==> src/rtl/puf_uart_pkg.sv <==
`default_nettype none
// ============================================================================
// puf_uart_pkg : shared types and defaults for the PUF UART frame front end.
// Macro UART_FRAME_CHECKSUM_EN adds the CHECK state. Rev 1.0
// ============================================================================
package puf_uart_pkg;

  localparam int         CLKS_PER_BIT         = 867;
  // Four 10-bit UART characters of silence.
  localparam int         TIMEOUT_CLKS_DEFAULT = 4 * 10 * CLKS_PER_BIT;
  localparam logic [7:0] SYNC_BYTE_DEFAULT    = 8'hA5;

  typedef enum logic [1:0] {
    HUNT    = 2'd0,
    PAYLOAD = 2'd1,
`ifdef UART_FRAME_CHECKSUM_EN
    CHECK   = 2'd2,
`endif
    HOLD    = 2'd3
  } state_t;

endpackage : puf_uart_pkg
`default_nettype wire

==> src/rtl/byte_gap_timer.sv <==
`default_nettype none
// ============================================================================
// byte_gap_timer : counts idle clocks between received bytes, flags expiry.
// Rev 1.0
// ============================================================================
module byte_gap_timer
  import puf_uart_pkg::*;
#(
  parameter int TIMEOUT_CLKS = TIMEOUT_CLKS_DEFAULT
) (
  input  logic clk,
  input  logic rst,
  input  logic clear,
  input  logic enable,
  output logic expire
);

  localparam int              CNT_W = $clog2(TIMEOUT_CLKS + 1);
  localparam logic [CNT_W-1:0] LAST = CNT_W'(TIMEOUT_CLKS - 1);

  logic [CNT_W-1:0] cnt;

  // Saturates at LAST so expire stays asserted until the owner reacts.
  always_ff @(posedge clk or posedge rst) begin
    if (rst) begin
      cnt <= '0;
    end else if (clear) begin
      cnt <= '0;
    end else if (enable && (cnt != LAST)) begin
      cnt <= cnt + 1'b1;
    end
  end

  assign expire = enable && (cnt == LAST);

endmodule : byte_gap_timer
`default_nettype wire

==> src/rtl/uart_frame_parser.sv <==
`default_nettype none
// ============================================================================
// uart_frame_parser : assembles SYNC-prefixed UART frames into a PUF challenge.
// Define UART_FRAME_CHECKSUM_EN to require a trailing XOR check byte. Rev 1.0
// ============================================================================
module uart_frame_parser
  import puf_uart_pkg::*;
#(
  parameter int         CHAL_BYTES   = 8,
  parameter logic [7:0] SYNC_BYTE    = SYNC_BYTE_DEFAULT,
  parameter int         TIMEOUT_CLKS = TIMEOUT_CLKS_DEFAULT
) (
  input  logic                    clk,
  input  logic                    rst,
  input  logic                    rx_DV_in,
  input  logic [7:0]              rx_Byte_in,
  input  logic                    chal_ready,
  output logic [8*CHAL_BYTES-1:0] chal_out,
  output logic                    chal_valid,
  output logic                    frame_err,
  output logic                    overrun,
  output logic                    busy
);

  localparam int               IDX_W    = (CHAL_BYTES > 1) ? $clog2(CHAL_BYTES) : 1;
  localparam logic [IDX_W-1:0] IDX_LAST = IDX_W'(CHAL_BYTES - 1);

  state_t                  state, state_n;
  logic [IDX_W-1:0]        idx, idx_n;
  logic [8*CHAL_BYTES-1:0] chal_q, chal_n;
  logic                    valid_q, valid_n;
  logic                    ferr_q, ferr_n;
  logic                    ovr_q, ovr_n;
  logic                    gap_en, gap_clr, gap_exp;
`ifdef UART_FRAME_CHECKSUM_EN
  logic [7:0]              csum, csum_n;
`endif

  always_comb begin
    gap_en = (state == PAYLOAD);
`ifdef UART_FRAME_CHECKSUM_EN
    if (state == CHECK) gap_en = 1'b1;
`endif
  end

  // Outside the collecting states the counter is held at zero, which also
  // gives a clean start on entry to PAYLOAD.
  assign gap_clr = rx_DV_in || !gap_en;

  byte_gap_timer #(
    .TIMEOUT_CLKS(TIMEOUT_CLKS)
  ) u_gap_timer (
    .clk    (clk),
    .rst    (rst),
    .clear  (gap_clr),
    .enable (gap_en),
    .expire (gap_exp)
  );

  always_comb begin
    state_n = state;
    idx_n   = idx;
    chal_n  = chal_q;
    valid_n = valid_q;
    ferr_n  = 1'b0;
    ovr_n   = 1'b0;
`ifdef UART_FRAME_CHECKSUM_EN
    csum_n  = csum;
`endif
    case (state)
      HUNT: begin
        if (rx_DV_in && (rx_Byte_in == SYNC_BYTE)) begin
          state_n = PAYLOAD;
          idx_n   = '0;
`ifdef UART_FRAME_CHECKSUM_EN
          csum_n  = '0;
`endif
        end
      end
      PAYLOAD: begin
        // Expiry wins over a coincident byte: that byte dies with the frame.
        if (gap_exp) begin
          ferr_n  = 1'b1;
          state_n = HUNT;
        end else if (rx_DV_in) begin
          chal_n[{idx, 3'b000} +: 8] = rx_Byte_in;
`ifdef UART_FRAME_CHECKSUM_EN
          csum_n = csum ^ rx_Byte_in;
`endif
          if (idx == IDX_LAST) begin
`ifdef UART_FRAME_CHECKSUM_EN
            state_n = CHECK;
`else
            state_n = HOLD;
            valid_n = 1'b1;
`endif
          end else begin
            idx_n = idx + 1'b1;
          end
        end
      end
`ifdef UART_FRAME_CHECKSUM_EN
      CHECK: begin
        if (gap_exp) begin
          ferr_n  = 1'b1;
          state_n = HUNT;
        end else if (rx_DV_in) begin
          if (rx_Byte_in == csum) begin
            state_n = HOLD;
            valid_n = 1'b1;
          end else begin
            ferr_n  = 1'b1;
            state_n = HUNT;
          end
        end
      end
`endif
      HOLD: begin
        ovr_n = rx_DV_in;
        if (chal_ready) begin
          valid_n = 1'b0;
          state_n = HUNT;
        end
      end
      default: begin
        state_n = HUNT;
        valid_n = 1'b0;
      end
    endcase
  end

  always_ff @(posedge clk or posedge rst) begin
    if (rst) begin
      state   <= HUNT;
      idx     <= '0;
      chal_q  <= '0;
      valid_q <= 1'b0;
      ferr_q  <= 1'b0;
      ovr_q   <= 1'b0;
`ifdef UART_FRAME_CHECKSUM_EN
      csum    <= '0;
`endif
    end else begin
      state   <= state_n;
      idx     <= idx_n;
      chal_q  <= chal_n;
      valid_q <= valid_n;
      ferr_q  <= ferr_n;
      ovr_q   <= ovr_n;
`ifdef UART_FRAME_CHECKSUM_EN
      csum    <= csum_n;
`endif
    end
  end

  assign chal_out   = chal_q;
  assign chal_valid = valid_q;
  assign frame_err  = ferr_q;
  assign overrun    = ovr_q;
  assign busy       = (state != HUNT);

endmodule : uart_frame_parser
`default_nettype wire

==> config.mk <==
export PLATFORM = sky130hd
export DESIGN_NAME = uart_frame_parser
export DESIGN_NICKNAME = d
export VERILOG_FILES = /design/src/rtl/puf_uart_pkg.sv /design/src/rtl/byte_gap_timer.sv /design/src/rtl/uart_frame_parser.sv
export SDC_FILE = /design/constraint.sdc
export NUM_CORES = 1
export LEC_CHECK = 0
export ABC_CLOCK_PERIOD_IN_PS = 5300
export BUFFER_PORTS_ARGS = -buffer_cell sky130_fd_sc_hd__buf_2
export CAP_MARGIN = 20
export CORE_AREA = 2 2 107 109
export CTS_CLUSTER_SIZE = 28
export DETAILED_ROUTE_END_ITERATION = 8
export DIE_AREA = 0 0 109 111
export GPL_TIMING_DRIVEN = 0
export PLACE_DENSITY = 0.58
export SYNTH_ARGS = -nofsm -noshare
export SYNTH_HDL_FRONTEND = slang
export SYNTH_HIERARCHICAL = 1
export SYNTH_SLANG_ARGS = --single-unit
==> constraint.sdc <==
create_clock -name clk -period 5.3 [get_ports clk]
set_input_delay 0.265 -clock clk [delete_from_list [all_inputs] [get_ports clk]]
set_output_delay 0.265 -clock clk [all_outputs]
set_load 0.005 [all_outputs]
==> flow_summary.yaml <==
synthesis:
  ys_top_cells_by_area: "dfrtp_1 52%, mux2_2 9.0%, mux2_4 6.4%"
  syn_area_per_cell_sq_um: 12.4
  syn_nets: 363
  yosysWarnings: 6
  syn_inst: 343
  dominantRegCellSynth: "dfrtp_1"
  async_reset_ff_share_pct: 100
  yosys.area.top_type: "dfrtp_1"
  ys_types: 51
  ys_seq_area_share_pct: 51.9
  synth-seq-cells: 88
  syn-cell-area_sq_um: 4240
  yosysTopAreaCellShare_pct: 51.9
  synth-edff-count: 0
global_routing:
  grt_use_total_pct: 16.6
  grt_pass1_wl_um: 15100
  grt_pass1_vias: 2848
  grt_max_degree: 73
  overflow: 0
  antenna_found_initial: 0
power:
  internal_power_w: 0.00155
  power_w: 0.00221
  p_leak_nw: 2.67
  p_clk_share_pct: 33.0
  p_switching_w: 0.000661
  powerDensity_nw_per_um2: 425
  ir_drop_mv: 0.254
  p_comb_share_pct: 27.9
  seqPwrFrac_pct: 39.1
  sw_frac_of_total_pct: 29.9
timing:
  min_period_over_period_pct: 51.9
  max_freq_mhz: 364
  period_minus_slack_ns: 2.75
  drv_slew: 0
  tns_ns: 0
  finalClockSkew_ns: 0.00718
  setup_ws_ns: 2.55
  finalHoldViolCount: 1
  setup_viol: 0
  rsz0062_at_grt: "no"
  slew-limit-headroom_pct: 43.1
  tightest_slew_ns: 0.852
  holdWs_ns: -0.000777
outcome:
  status: "finished, violations left"
  violations: "hold timing"
detailed_routing:
  drtPass1Iterations: 4
  drt-met1-wl_um: 4160
  drt.antenna.violating_nets: 0
  drt_wl_total_um: 9400
  route.met2.wl_um: 4660
  drtIter0Drc: 84
  drc: 0
  top_layer: "met4"
  vias: 2830
  met3_length_um: 462
  wire_per_inst_um: 16.1
  via_per_inst: 4.86
layout:
  layout_common_cells: "88 x dfrtp_1, 80 x buf_2, 34 x mux2_2"
  syn_to_final_growth_pct: 22.4
  finalNonFillerCells: 582
  diodes: 0
  drive_gt1_share_pct: 40.1
  nets: 454
  final_common_cell: "dfrtp_1"
setup_path:
  cp_cell_sequence: "or4b_1, nor4_4, and2_2, and4bb_1, buf_6, and4bb_1, buf_6, mux2_4"
  cp-start-kind: "register"
  max_stage_delay_ns: 0.58
  slowest_stage: "or4b_1"
  cp_max_fo: 10
  critPathKind: "reg2reg"
  worstPathRequired_ns: 5.52
  cp.arrival_ns: 2.97
  cp-end-kind: "register"
flow_run:
  maxCapViolations: 0
floorplanning:
  start_util_pct: 38.3
  coreArea_sq_um: 11100
  die_h_um: 111
  dieArea_sq_um: 12100
  die_w_um: 109
  io_pins: 80
  rows: 39
cts:
  clk_pin_slew_ns: 0.06
  clk_path_buf_depth: 2
  cts_resized: 0
  cts-root-buf: "clkbuf_16"
  cts_setup_buffers: 0
  postCtsHoldBufs: 0
  numCtsBuffers: 9
  htree_levels: 3
  insertion_delay_ns: 0.34
  clkSinkCount: 88
  cts_tree: "yes"
placement:
  io_buffers: 79
  place_ws_ns: 2.54
  dp_cells: 566
  dpl.hpwl_um: 6530
  globalplace.congestion: 0.806
hold_path:
  hold_path.class: "in2async"
## sequential cells by signal (all words and copies together) (netlist names)
register	count
chal_out	64
chal_valid	1
frame_err	1
idx	3
overrun	1
state	2
u_gap_timer/cnt	16
## synthesized netlist by cell type, types with 5 or more instances
library cell and count:
dfrtp_1 88, xnor2_1 5, nor2_1 15, ha_1 8, inv_1 24, and2_1 17
mux2_2 34, mux2_4 18, nand3_1 10, mux2i_1 18, nor3_1 5, nor4_1 5
nand2_1 22
## per-layer routing
layer	vias up	GRT usage [%]
met4	0	5.13
met1	1393	21.1
met3	8	4.82
met2	61	27.1
li1	1368	-
met5	-	0
## cell type report
class                           count  area, sq um
Timing Repair Buffer               80          423
Clock buffer                       11          243
Tap cell                          143          179
Clock inverter                      5          104
Buffer                             11         80.1
Sequential cell                    88         2200
Multi-Input combinational cell    220         1870
Fill cell                        1015         5880
Inverter                           24         92.6
## power by group through the flow
| stage | combinational (W) | sequential, W | clock (W) |
|---|---|---|---|
| 4_1_cts | 0.000631 | 0.000864 | 0.000748 |
| 2_1_floorplan | 0.000389 | 0.000879 | 0 |
| 3_3_place_gp | 0.000611 | 0.000872 | 0 |
| 5_1_grt | 0.000693 | 0.000878 | 0.000781 |
| 3_5_place_dp | 0.000627 | 0.000875 | 0 |
| 6_report | 0.000617 | 0.000864 | 0.000730 |
## final timing paths
| check | start | to | slack [ns] | cells past startpoint |
|---|---|---|---|---|
| worst max-delay path | u_gap_timer/cnt[14] | chal_out[55] | 2.55 | 8 |
| worst min-delay path | rst | chal_out[2] | -0.0008 | 3 |
| worst max register to register | u_gap_timer/cnt[14] | chal_out[55] | 2.55 | 8 |
| worst min register to register | chal_out[15] | chal_out[15] | 0.50 | 1 |
| max in group asynchronous | rst | u_gap_timer/cnt[11] | 4.86 | 2 |
| min in group clk | chal_ready | state[1] | 0.16 | 2 |
## cells by family after synthesis
| kind of cell | count (synthesis) | share of synthesized area (%) |
|---|---|---|
| buf+inv | 35 | 4.01 |
| fa+ha+maj | 8 | 2.36 |
| simple gates | 121 | 18.5 |
| mux | 70 | 19.6 |
| flops | 88 | 51.9 |
| xor+xnor | 9 | 1.86 |
| compound gates | 12 | 1.80 |
## per-stage QoR
step           hold slack [ns]  area (sq um)  util (%)
2_1_floorplan            0.179          4240         -
4_1_cts                 0.0282          5190      46.9
6_report             -0.000777          5190      46.9
5_1_grt                 0.0324          5190      46.9
3_5_place_dp             0.391          4850      43.8
3_3_place_gp             0.378          4820      43.5
## worst max-delay path: cells and delay by family, from the launching register on
kind | cells | cell delay (ns)
and+or+nand+nor | 5 | 1.63
muxes | 1 | 0.30
DFF | 1 | 0.41
buffers and inverters | 2 | 0.29
Note: power is estimated with default switching activity, not from simulation.
